File: src/rtl/fetch_pkg.sv
// Shared fetch definitions: default widths, reset PC and the {instr, pc} beat
// handed from fetch to decode.
package fetch_pkg;

  localparam int unsigned PC_W     = 12;
  localparam int unsigned INSTR_W  = 32;
  localparam int unsigned RESET_PC = 0;

  typedef struct packed {
    logic [INSTR_W-1:0] instr;
    logic [PC_W-1:0]    pc;
  } fetch_beat_t;

endpackage

File: src/rtl/fetch_skid_fifo.sv
// Two-entry FIFO holding fetch beats for decode; flush empties it in one edge
// and takes priority over any push or pop in the same cycle.
module fetch_skid_fifo #(
  parameter type beat_t = logic [31:0]
) (
  input  logic       clk,
  input  logic       rst_n,
  input  logic       push_i,
  input  beat_t      push_data_i,
  input  logic       pop_i,
  input  logic       flush_i,
  output beat_t      head_o,
  output logic       head_valid_o,
  output logic [1:0] count_o
);

  beat_t      mem_q [2];
  logic       rd_ptr_q;
  logic       wr_ptr_q;
  logic [1:0] count_q;
  logic       do_pop;

  assign do_pop       = pop_i && (count_q != 2'd0);
  assign head_o       = mem_q[rd_ptr_q];
  assign head_valid_o = (count_q != 2'd0);
  assign count_o      = count_q;

  // Storage is cleared on reset so the head outputs read as zero until the first beat.
  always_ff @(posedge clk) begin
    if (!rst_n) begin
      mem_q[0] <= '0;
      mem_q[1] <= '0;
      rd_ptr_q <= 1'b0;
      wr_ptr_q <= 1'b0;
      count_q  <= 2'd0;
    end else if (flush_i) begin
      rd_ptr_q <= 1'b0;
      wr_ptr_q <= 1'b0;
      count_q  <= 2'd0;
    end else begin
      if (push_i) begin
        mem_q[wr_ptr_q] <= push_data_i;
        wr_ptr_q        <= ~wr_ptr_q;
      end
      if (do_pop) begin
        rd_ptr_q <= ~rd_ptr_q;
      end
      count_q <= count_q + {1'b0, push_i} - {1'b0, do_pop};
    end
  end

endmodule

File: src/rtl/instr_fetch_unit.sv
// Instruction fetch: owns the PC, issues one aligned address per cycle to a
// memory with one-cycle read latency, and streams {instr, pc} beats to decode.
module instr_fetch_unit #(
  parameter int unsigned     PC_W     = fetch_pkg::PC_W,
  parameter logic [PC_W-1:0] RESET_PC = PC_W'(fetch_pkg::RESET_PC)
) (
  input  logic                         clk,
  input  logic                         rst_n,
  output logic [PC_W-1:0]              imem_addr,
  input  logic [fetch_pkg::INSTR_W-1:0] imem_rdata,
  input  logic                         redirect_valid,
  input  logic [PC_W-1:0]              redirect_pc,
  output logic                         if_valid,
  input  logic                         if_ready,
  output logic [fetch_pkg::INSTR_W-1:0] if_instr,
  output logic [PC_W-1:0]              if_pc
);

  import fetch_pkg::*;

  typedef struct packed {
    logic [INSTR_W-1:0] instr;
    logic [PC_W-1:0]    pc;
  } beat_t;

  localparam logic [PC_W-1:0] ALIGN_MASK   = ~PC_W'(3);
  localparam logic [PC_W-1:0] RESET_PC_ALN = RESET_PC & ALIGN_MASK;

  logic [PC_W-1:0] pc_q, pc_d;
  logic [PC_W-1:0] inflight_pc_q;
  logic            inflight_q;
  logic            drop_q;
  logic [1:0]      fifo_count;
  logic [2:0]      credit_used;
  logic            pop, push, issue;
  beat_t           push_beat, head_beat;

  assign imem_addr = pc_q;
  assign pop       = if_valid & if_ready;

  // Buffered plus outstanding beats, less the one leaving now, must leave room for one more.
  assign credit_used = {1'b0, fifo_count} + {2'b00, inflight_q} - {2'b00, pop};
  assign issue       = !redirect_valid && (credit_used < 3'd2);

  assign push            = inflight_q && !drop_q && !redirect_valid;
  assign push_beat.instr = imem_rdata;
  assign push_beat.pc    = inflight_pc_q;

  always_comb begin
    pc_d = pc_q;
    if (redirect_valid) begin
      pc_d = redirect_pc & ALIGN_MASK;
    end else if (issue) begin
      pc_d = pc_q + PC_W'(4);
    end
  end

  always_ff @(posedge clk) begin
    if (!rst_n) begin
      pc_q          <= RESET_PC_ALN;
      inflight_q    <= 1'b0;
      inflight_pc_q <= '0;
      drop_q        <= 1'b0;
    end else begin
      pc_q       <= pc_d;
      inflight_q <= issue;
      if (issue) begin
        inflight_pc_q <= pc_q;
      end
      // A redirect never issues, so any read still returning afterwards is stale.
      drop_q <= redirect_valid & inflight_q;
    end
  end

  fetch_skid_fifo #(
    .beat_t(beat_t)
  ) u_fifo (
    .clk         (clk),
    .rst_n       (rst_n),
    .push_i      (push),
    .push_data_i (push_beat),
    .pop_i       (pop),
    .flush_i     (redirect_valid),
    .head_o      (head_beat),
    .head_valid_o(if_valid),
    .count_o     (fifo_count)
  );

  assign if_instr = head_beat.instr;
  assign if_pc    = head_beat.pc;

endmodule

File: config.mk
export PLATFORM = sky130hd
export DESIGN_NAME = instr_fetch_unit
export DESIGN_NICKNAME = d
export VERILOG_FILES = /design/src/rtl/fetch_pkg.sv /design/src/rtl/fetch_skid_fifo.sv /design/src/rtl/instr_fetch_unit.sv
export SDC_FILE = /design/constraint.sdc
export NUM_CORES = 1
export LEC_CHECK = 0
export ABC_AREA = 1
export CORE_UTILIZATION = 45
export DETAILED_ROUTE_END_ITERATION = 8
export GPL_TIMING_DRIVEN = 1
export HOLD_SLACK_MARGIN = 0.05
export PLACE_DENSITY = 0.7
export SYNTH_ARGS = -nofsm -noshare
export SYNTH_HDL_FRONTEND = slang
export SYNTH_SLANG_ARGS = --single-unit
File: constraint.sdc
create_clock -name clk -period 3 [get_ports clk]
set_input_delay 0.6 -clock clk [delete_from_list [all_inputs] [get_ports clk]]
set_output_delay 0.6 -clock clk [all_outputs]
set_load 0.03 [all_outputs]
==> metrics.cfg <==
[cts]
cts_tree=done
cts_setup_buffers=0
clock_insertion_delay_worst_skew_ps=370
clkTransAtPathRegs_ps=100
clock-root-buffer=clkbuf_8
cts_sinks=111
clock_path_buffers=2
cts_resized=0
h-tree-depth=3
hold_buffers=0
numCtsBuffers=9

[global_route]
grt_max_degree=43
track_usage_pct=18.0
grt_util_met1_pct=22.2
met2_usage_pct=30.9
grt_pass1_wl_um=15800
grt_busiest_layer=met2
grt.overflow.total=0
first_global_vias=3452
grt_antenna_before_repair=0
grt_use_met3_pct=3.34

[cells_and_area]
n_antenna_cell=0
syn_to_final_growth_pct=28.2
layout_commonest_cell=nor2_1
drive_above_1_share_pct=12.7
final_core_util_pct=60.4
design_area_um2=6320
final_nets=625
layout_common_cells=113 x nor2_1, 98 x clkdlybuf4s50_1, 84 x edfxtp_1, 69 x nand2_1, 64 x inv_1

[floorplan]
num_io_pins=105
start_util_pct=47.1
die_w_um=107
rows=37
core_um2=10500
die_area_um2=11400
die_h_um=107

[pwr]
ir_drop_mv=0.215
cellPowerDensity_nw_per_um2=515
p_leak_uw=0.00263

[timing]
max_freq_ghz=0.388
holdWs_ps=457
min_period_ps=2580
setup_violations=0
rsz0062_at_grt=no
report.final.slew_viol_count=0
tns_ps=0
hold_viol=0
fin_worst_skew_ps=12.7
period_share_pct=85.9

[setup_path]
r2r_setup_slack_ps=750
start_kind=flip-flop
path_max_fanout=42
required_ps=2400
cp_data_arrival_time_ps=1980
worstSetupPathType=reg2out
cp-end-kind=primary output

[route]
via_per_inst=4.84
via_count=3454
drtAntennaViolNets=0
drt_iter0_drc=102
drc=0
wl_per_cell_um=13.5
detail_route.wirelength_um=9630
firstDrtPassIters=4

[logic_synthesis]
ys_ff_latch=111
ys_async_sr_fraction_pct=0
syn_area_um2=4930
ys_seq_area_share_pct=62.1
synth_area_leaders=edfxtp_1 51%, dfxtp_1 11%, mux2_2 9.6%, nor2_1 8.6%, nand2_1 5.4%
yosysUniqueCellTypes=23
synth.top_cell.area_share_pct=51.1
avgSynthCellArea_um2=10.4
synth-edff-count=84
synth_ff_type=edfxtp_1
synthCells=473
synth_top_area_cell=edfxtp_1
yosys_warnings=0

[job]
cap_violations=0

[placement]
postPlaceCellArea_um2=6090
portBuffers=98
hpwl_um=6170
finalWeightedCongestion=0.840

[status]
status=completed

[min_path]
hp-class=reg2reg

-- flip-flops by register name, indices dropped and copies added, names as in the netlist, named ones only --
register / flops
u_fifo.rd_ptr_q: 1
inflight_q: 1
u_fifo.count_o: 2
inflight_pc_q: 10
u_fifo.mem_q: 84
u_fifo.wr_ptr_q: 1
imem_addr: 10
drop_q: 1
-- final timing paths --
path,from,end,cells after the start
max,flip-flop,if_pc[4],3
min,u_fifo.rd_ptr_q,flip-flop,1
max reg2reg,u_fifo.count_o[1],imem_addr[8],9
min reg2reg,u_fifo.rd_ptr_q,flip-flop,1
-- critical path, stage by stage, from the launching register on --
cell and delay [ps]:
dfxtp_2 350, buf_12 240, mux2_2 370, clkdlybuf4s50_1 620
-- layout make-up --
cell class              count  area (um2)
well taps                 136         170
clock inverters             7         111
multi-input cells         278        1520
fillers                   893        4140
clock buffers               9         124
inverters                  65         244
flip-flops and latches    111        3060
repair buffers            107        1090
-- power breakdown --
part	internal, uW	switching, uW
sequential	1720	35.0
combinational	201	261
clock	549	484
-- per-layer routing --
layer / vias up / wire length [um]
met1: 1636 / 4110
met4: 0 / 178
met3: 13 / 586
li1: 1701 / -
met5: - / 0
met2: 104 / 4760
-- per-stage QoR --
step | total power (uW) | setup WS [ps] | cells
after floorplan | 2060 | 505 | 476
after global placement | 2250 | 190 | 697
after detailed placement | 2260 | 129 | 697
after CTS | 3270 | 407 | 713
after global routing | 3380 | 358 | 713
final | 3260 | 424 | 713
-- Yosys cell counts (all sizes together), types with 2 or more instances --
| master | count |
|---|---|
| nor2 | 115 |
| edfxtp | 84 |
| nand2 | 71 |
| inv | 65 |
| mux2 | 42 |
| dfxtp | 27 |
| nand3 | 25 |
| buf | 20 |
| a21oi | 5 |
| ha | 4 |
| xnor2 | 3 |
| clkbuf | 2 |
| nand4 | 2 |
| o21ai | 2 |
| o21bai | 2 |
-- logic make-up after synthesis --
family,Yosys count,share of synthesized area (%)
simple gates,213,17.6
flops,111,62.1
buf+inv,87,7.38
mux,42,9.59
compound gates,10,1.17
fa+ha+maj,5,1.42
xor+xnor,4,0.710
other cells,1,0.0760
No activity file was read; power rests on OpenSTA's default activity.
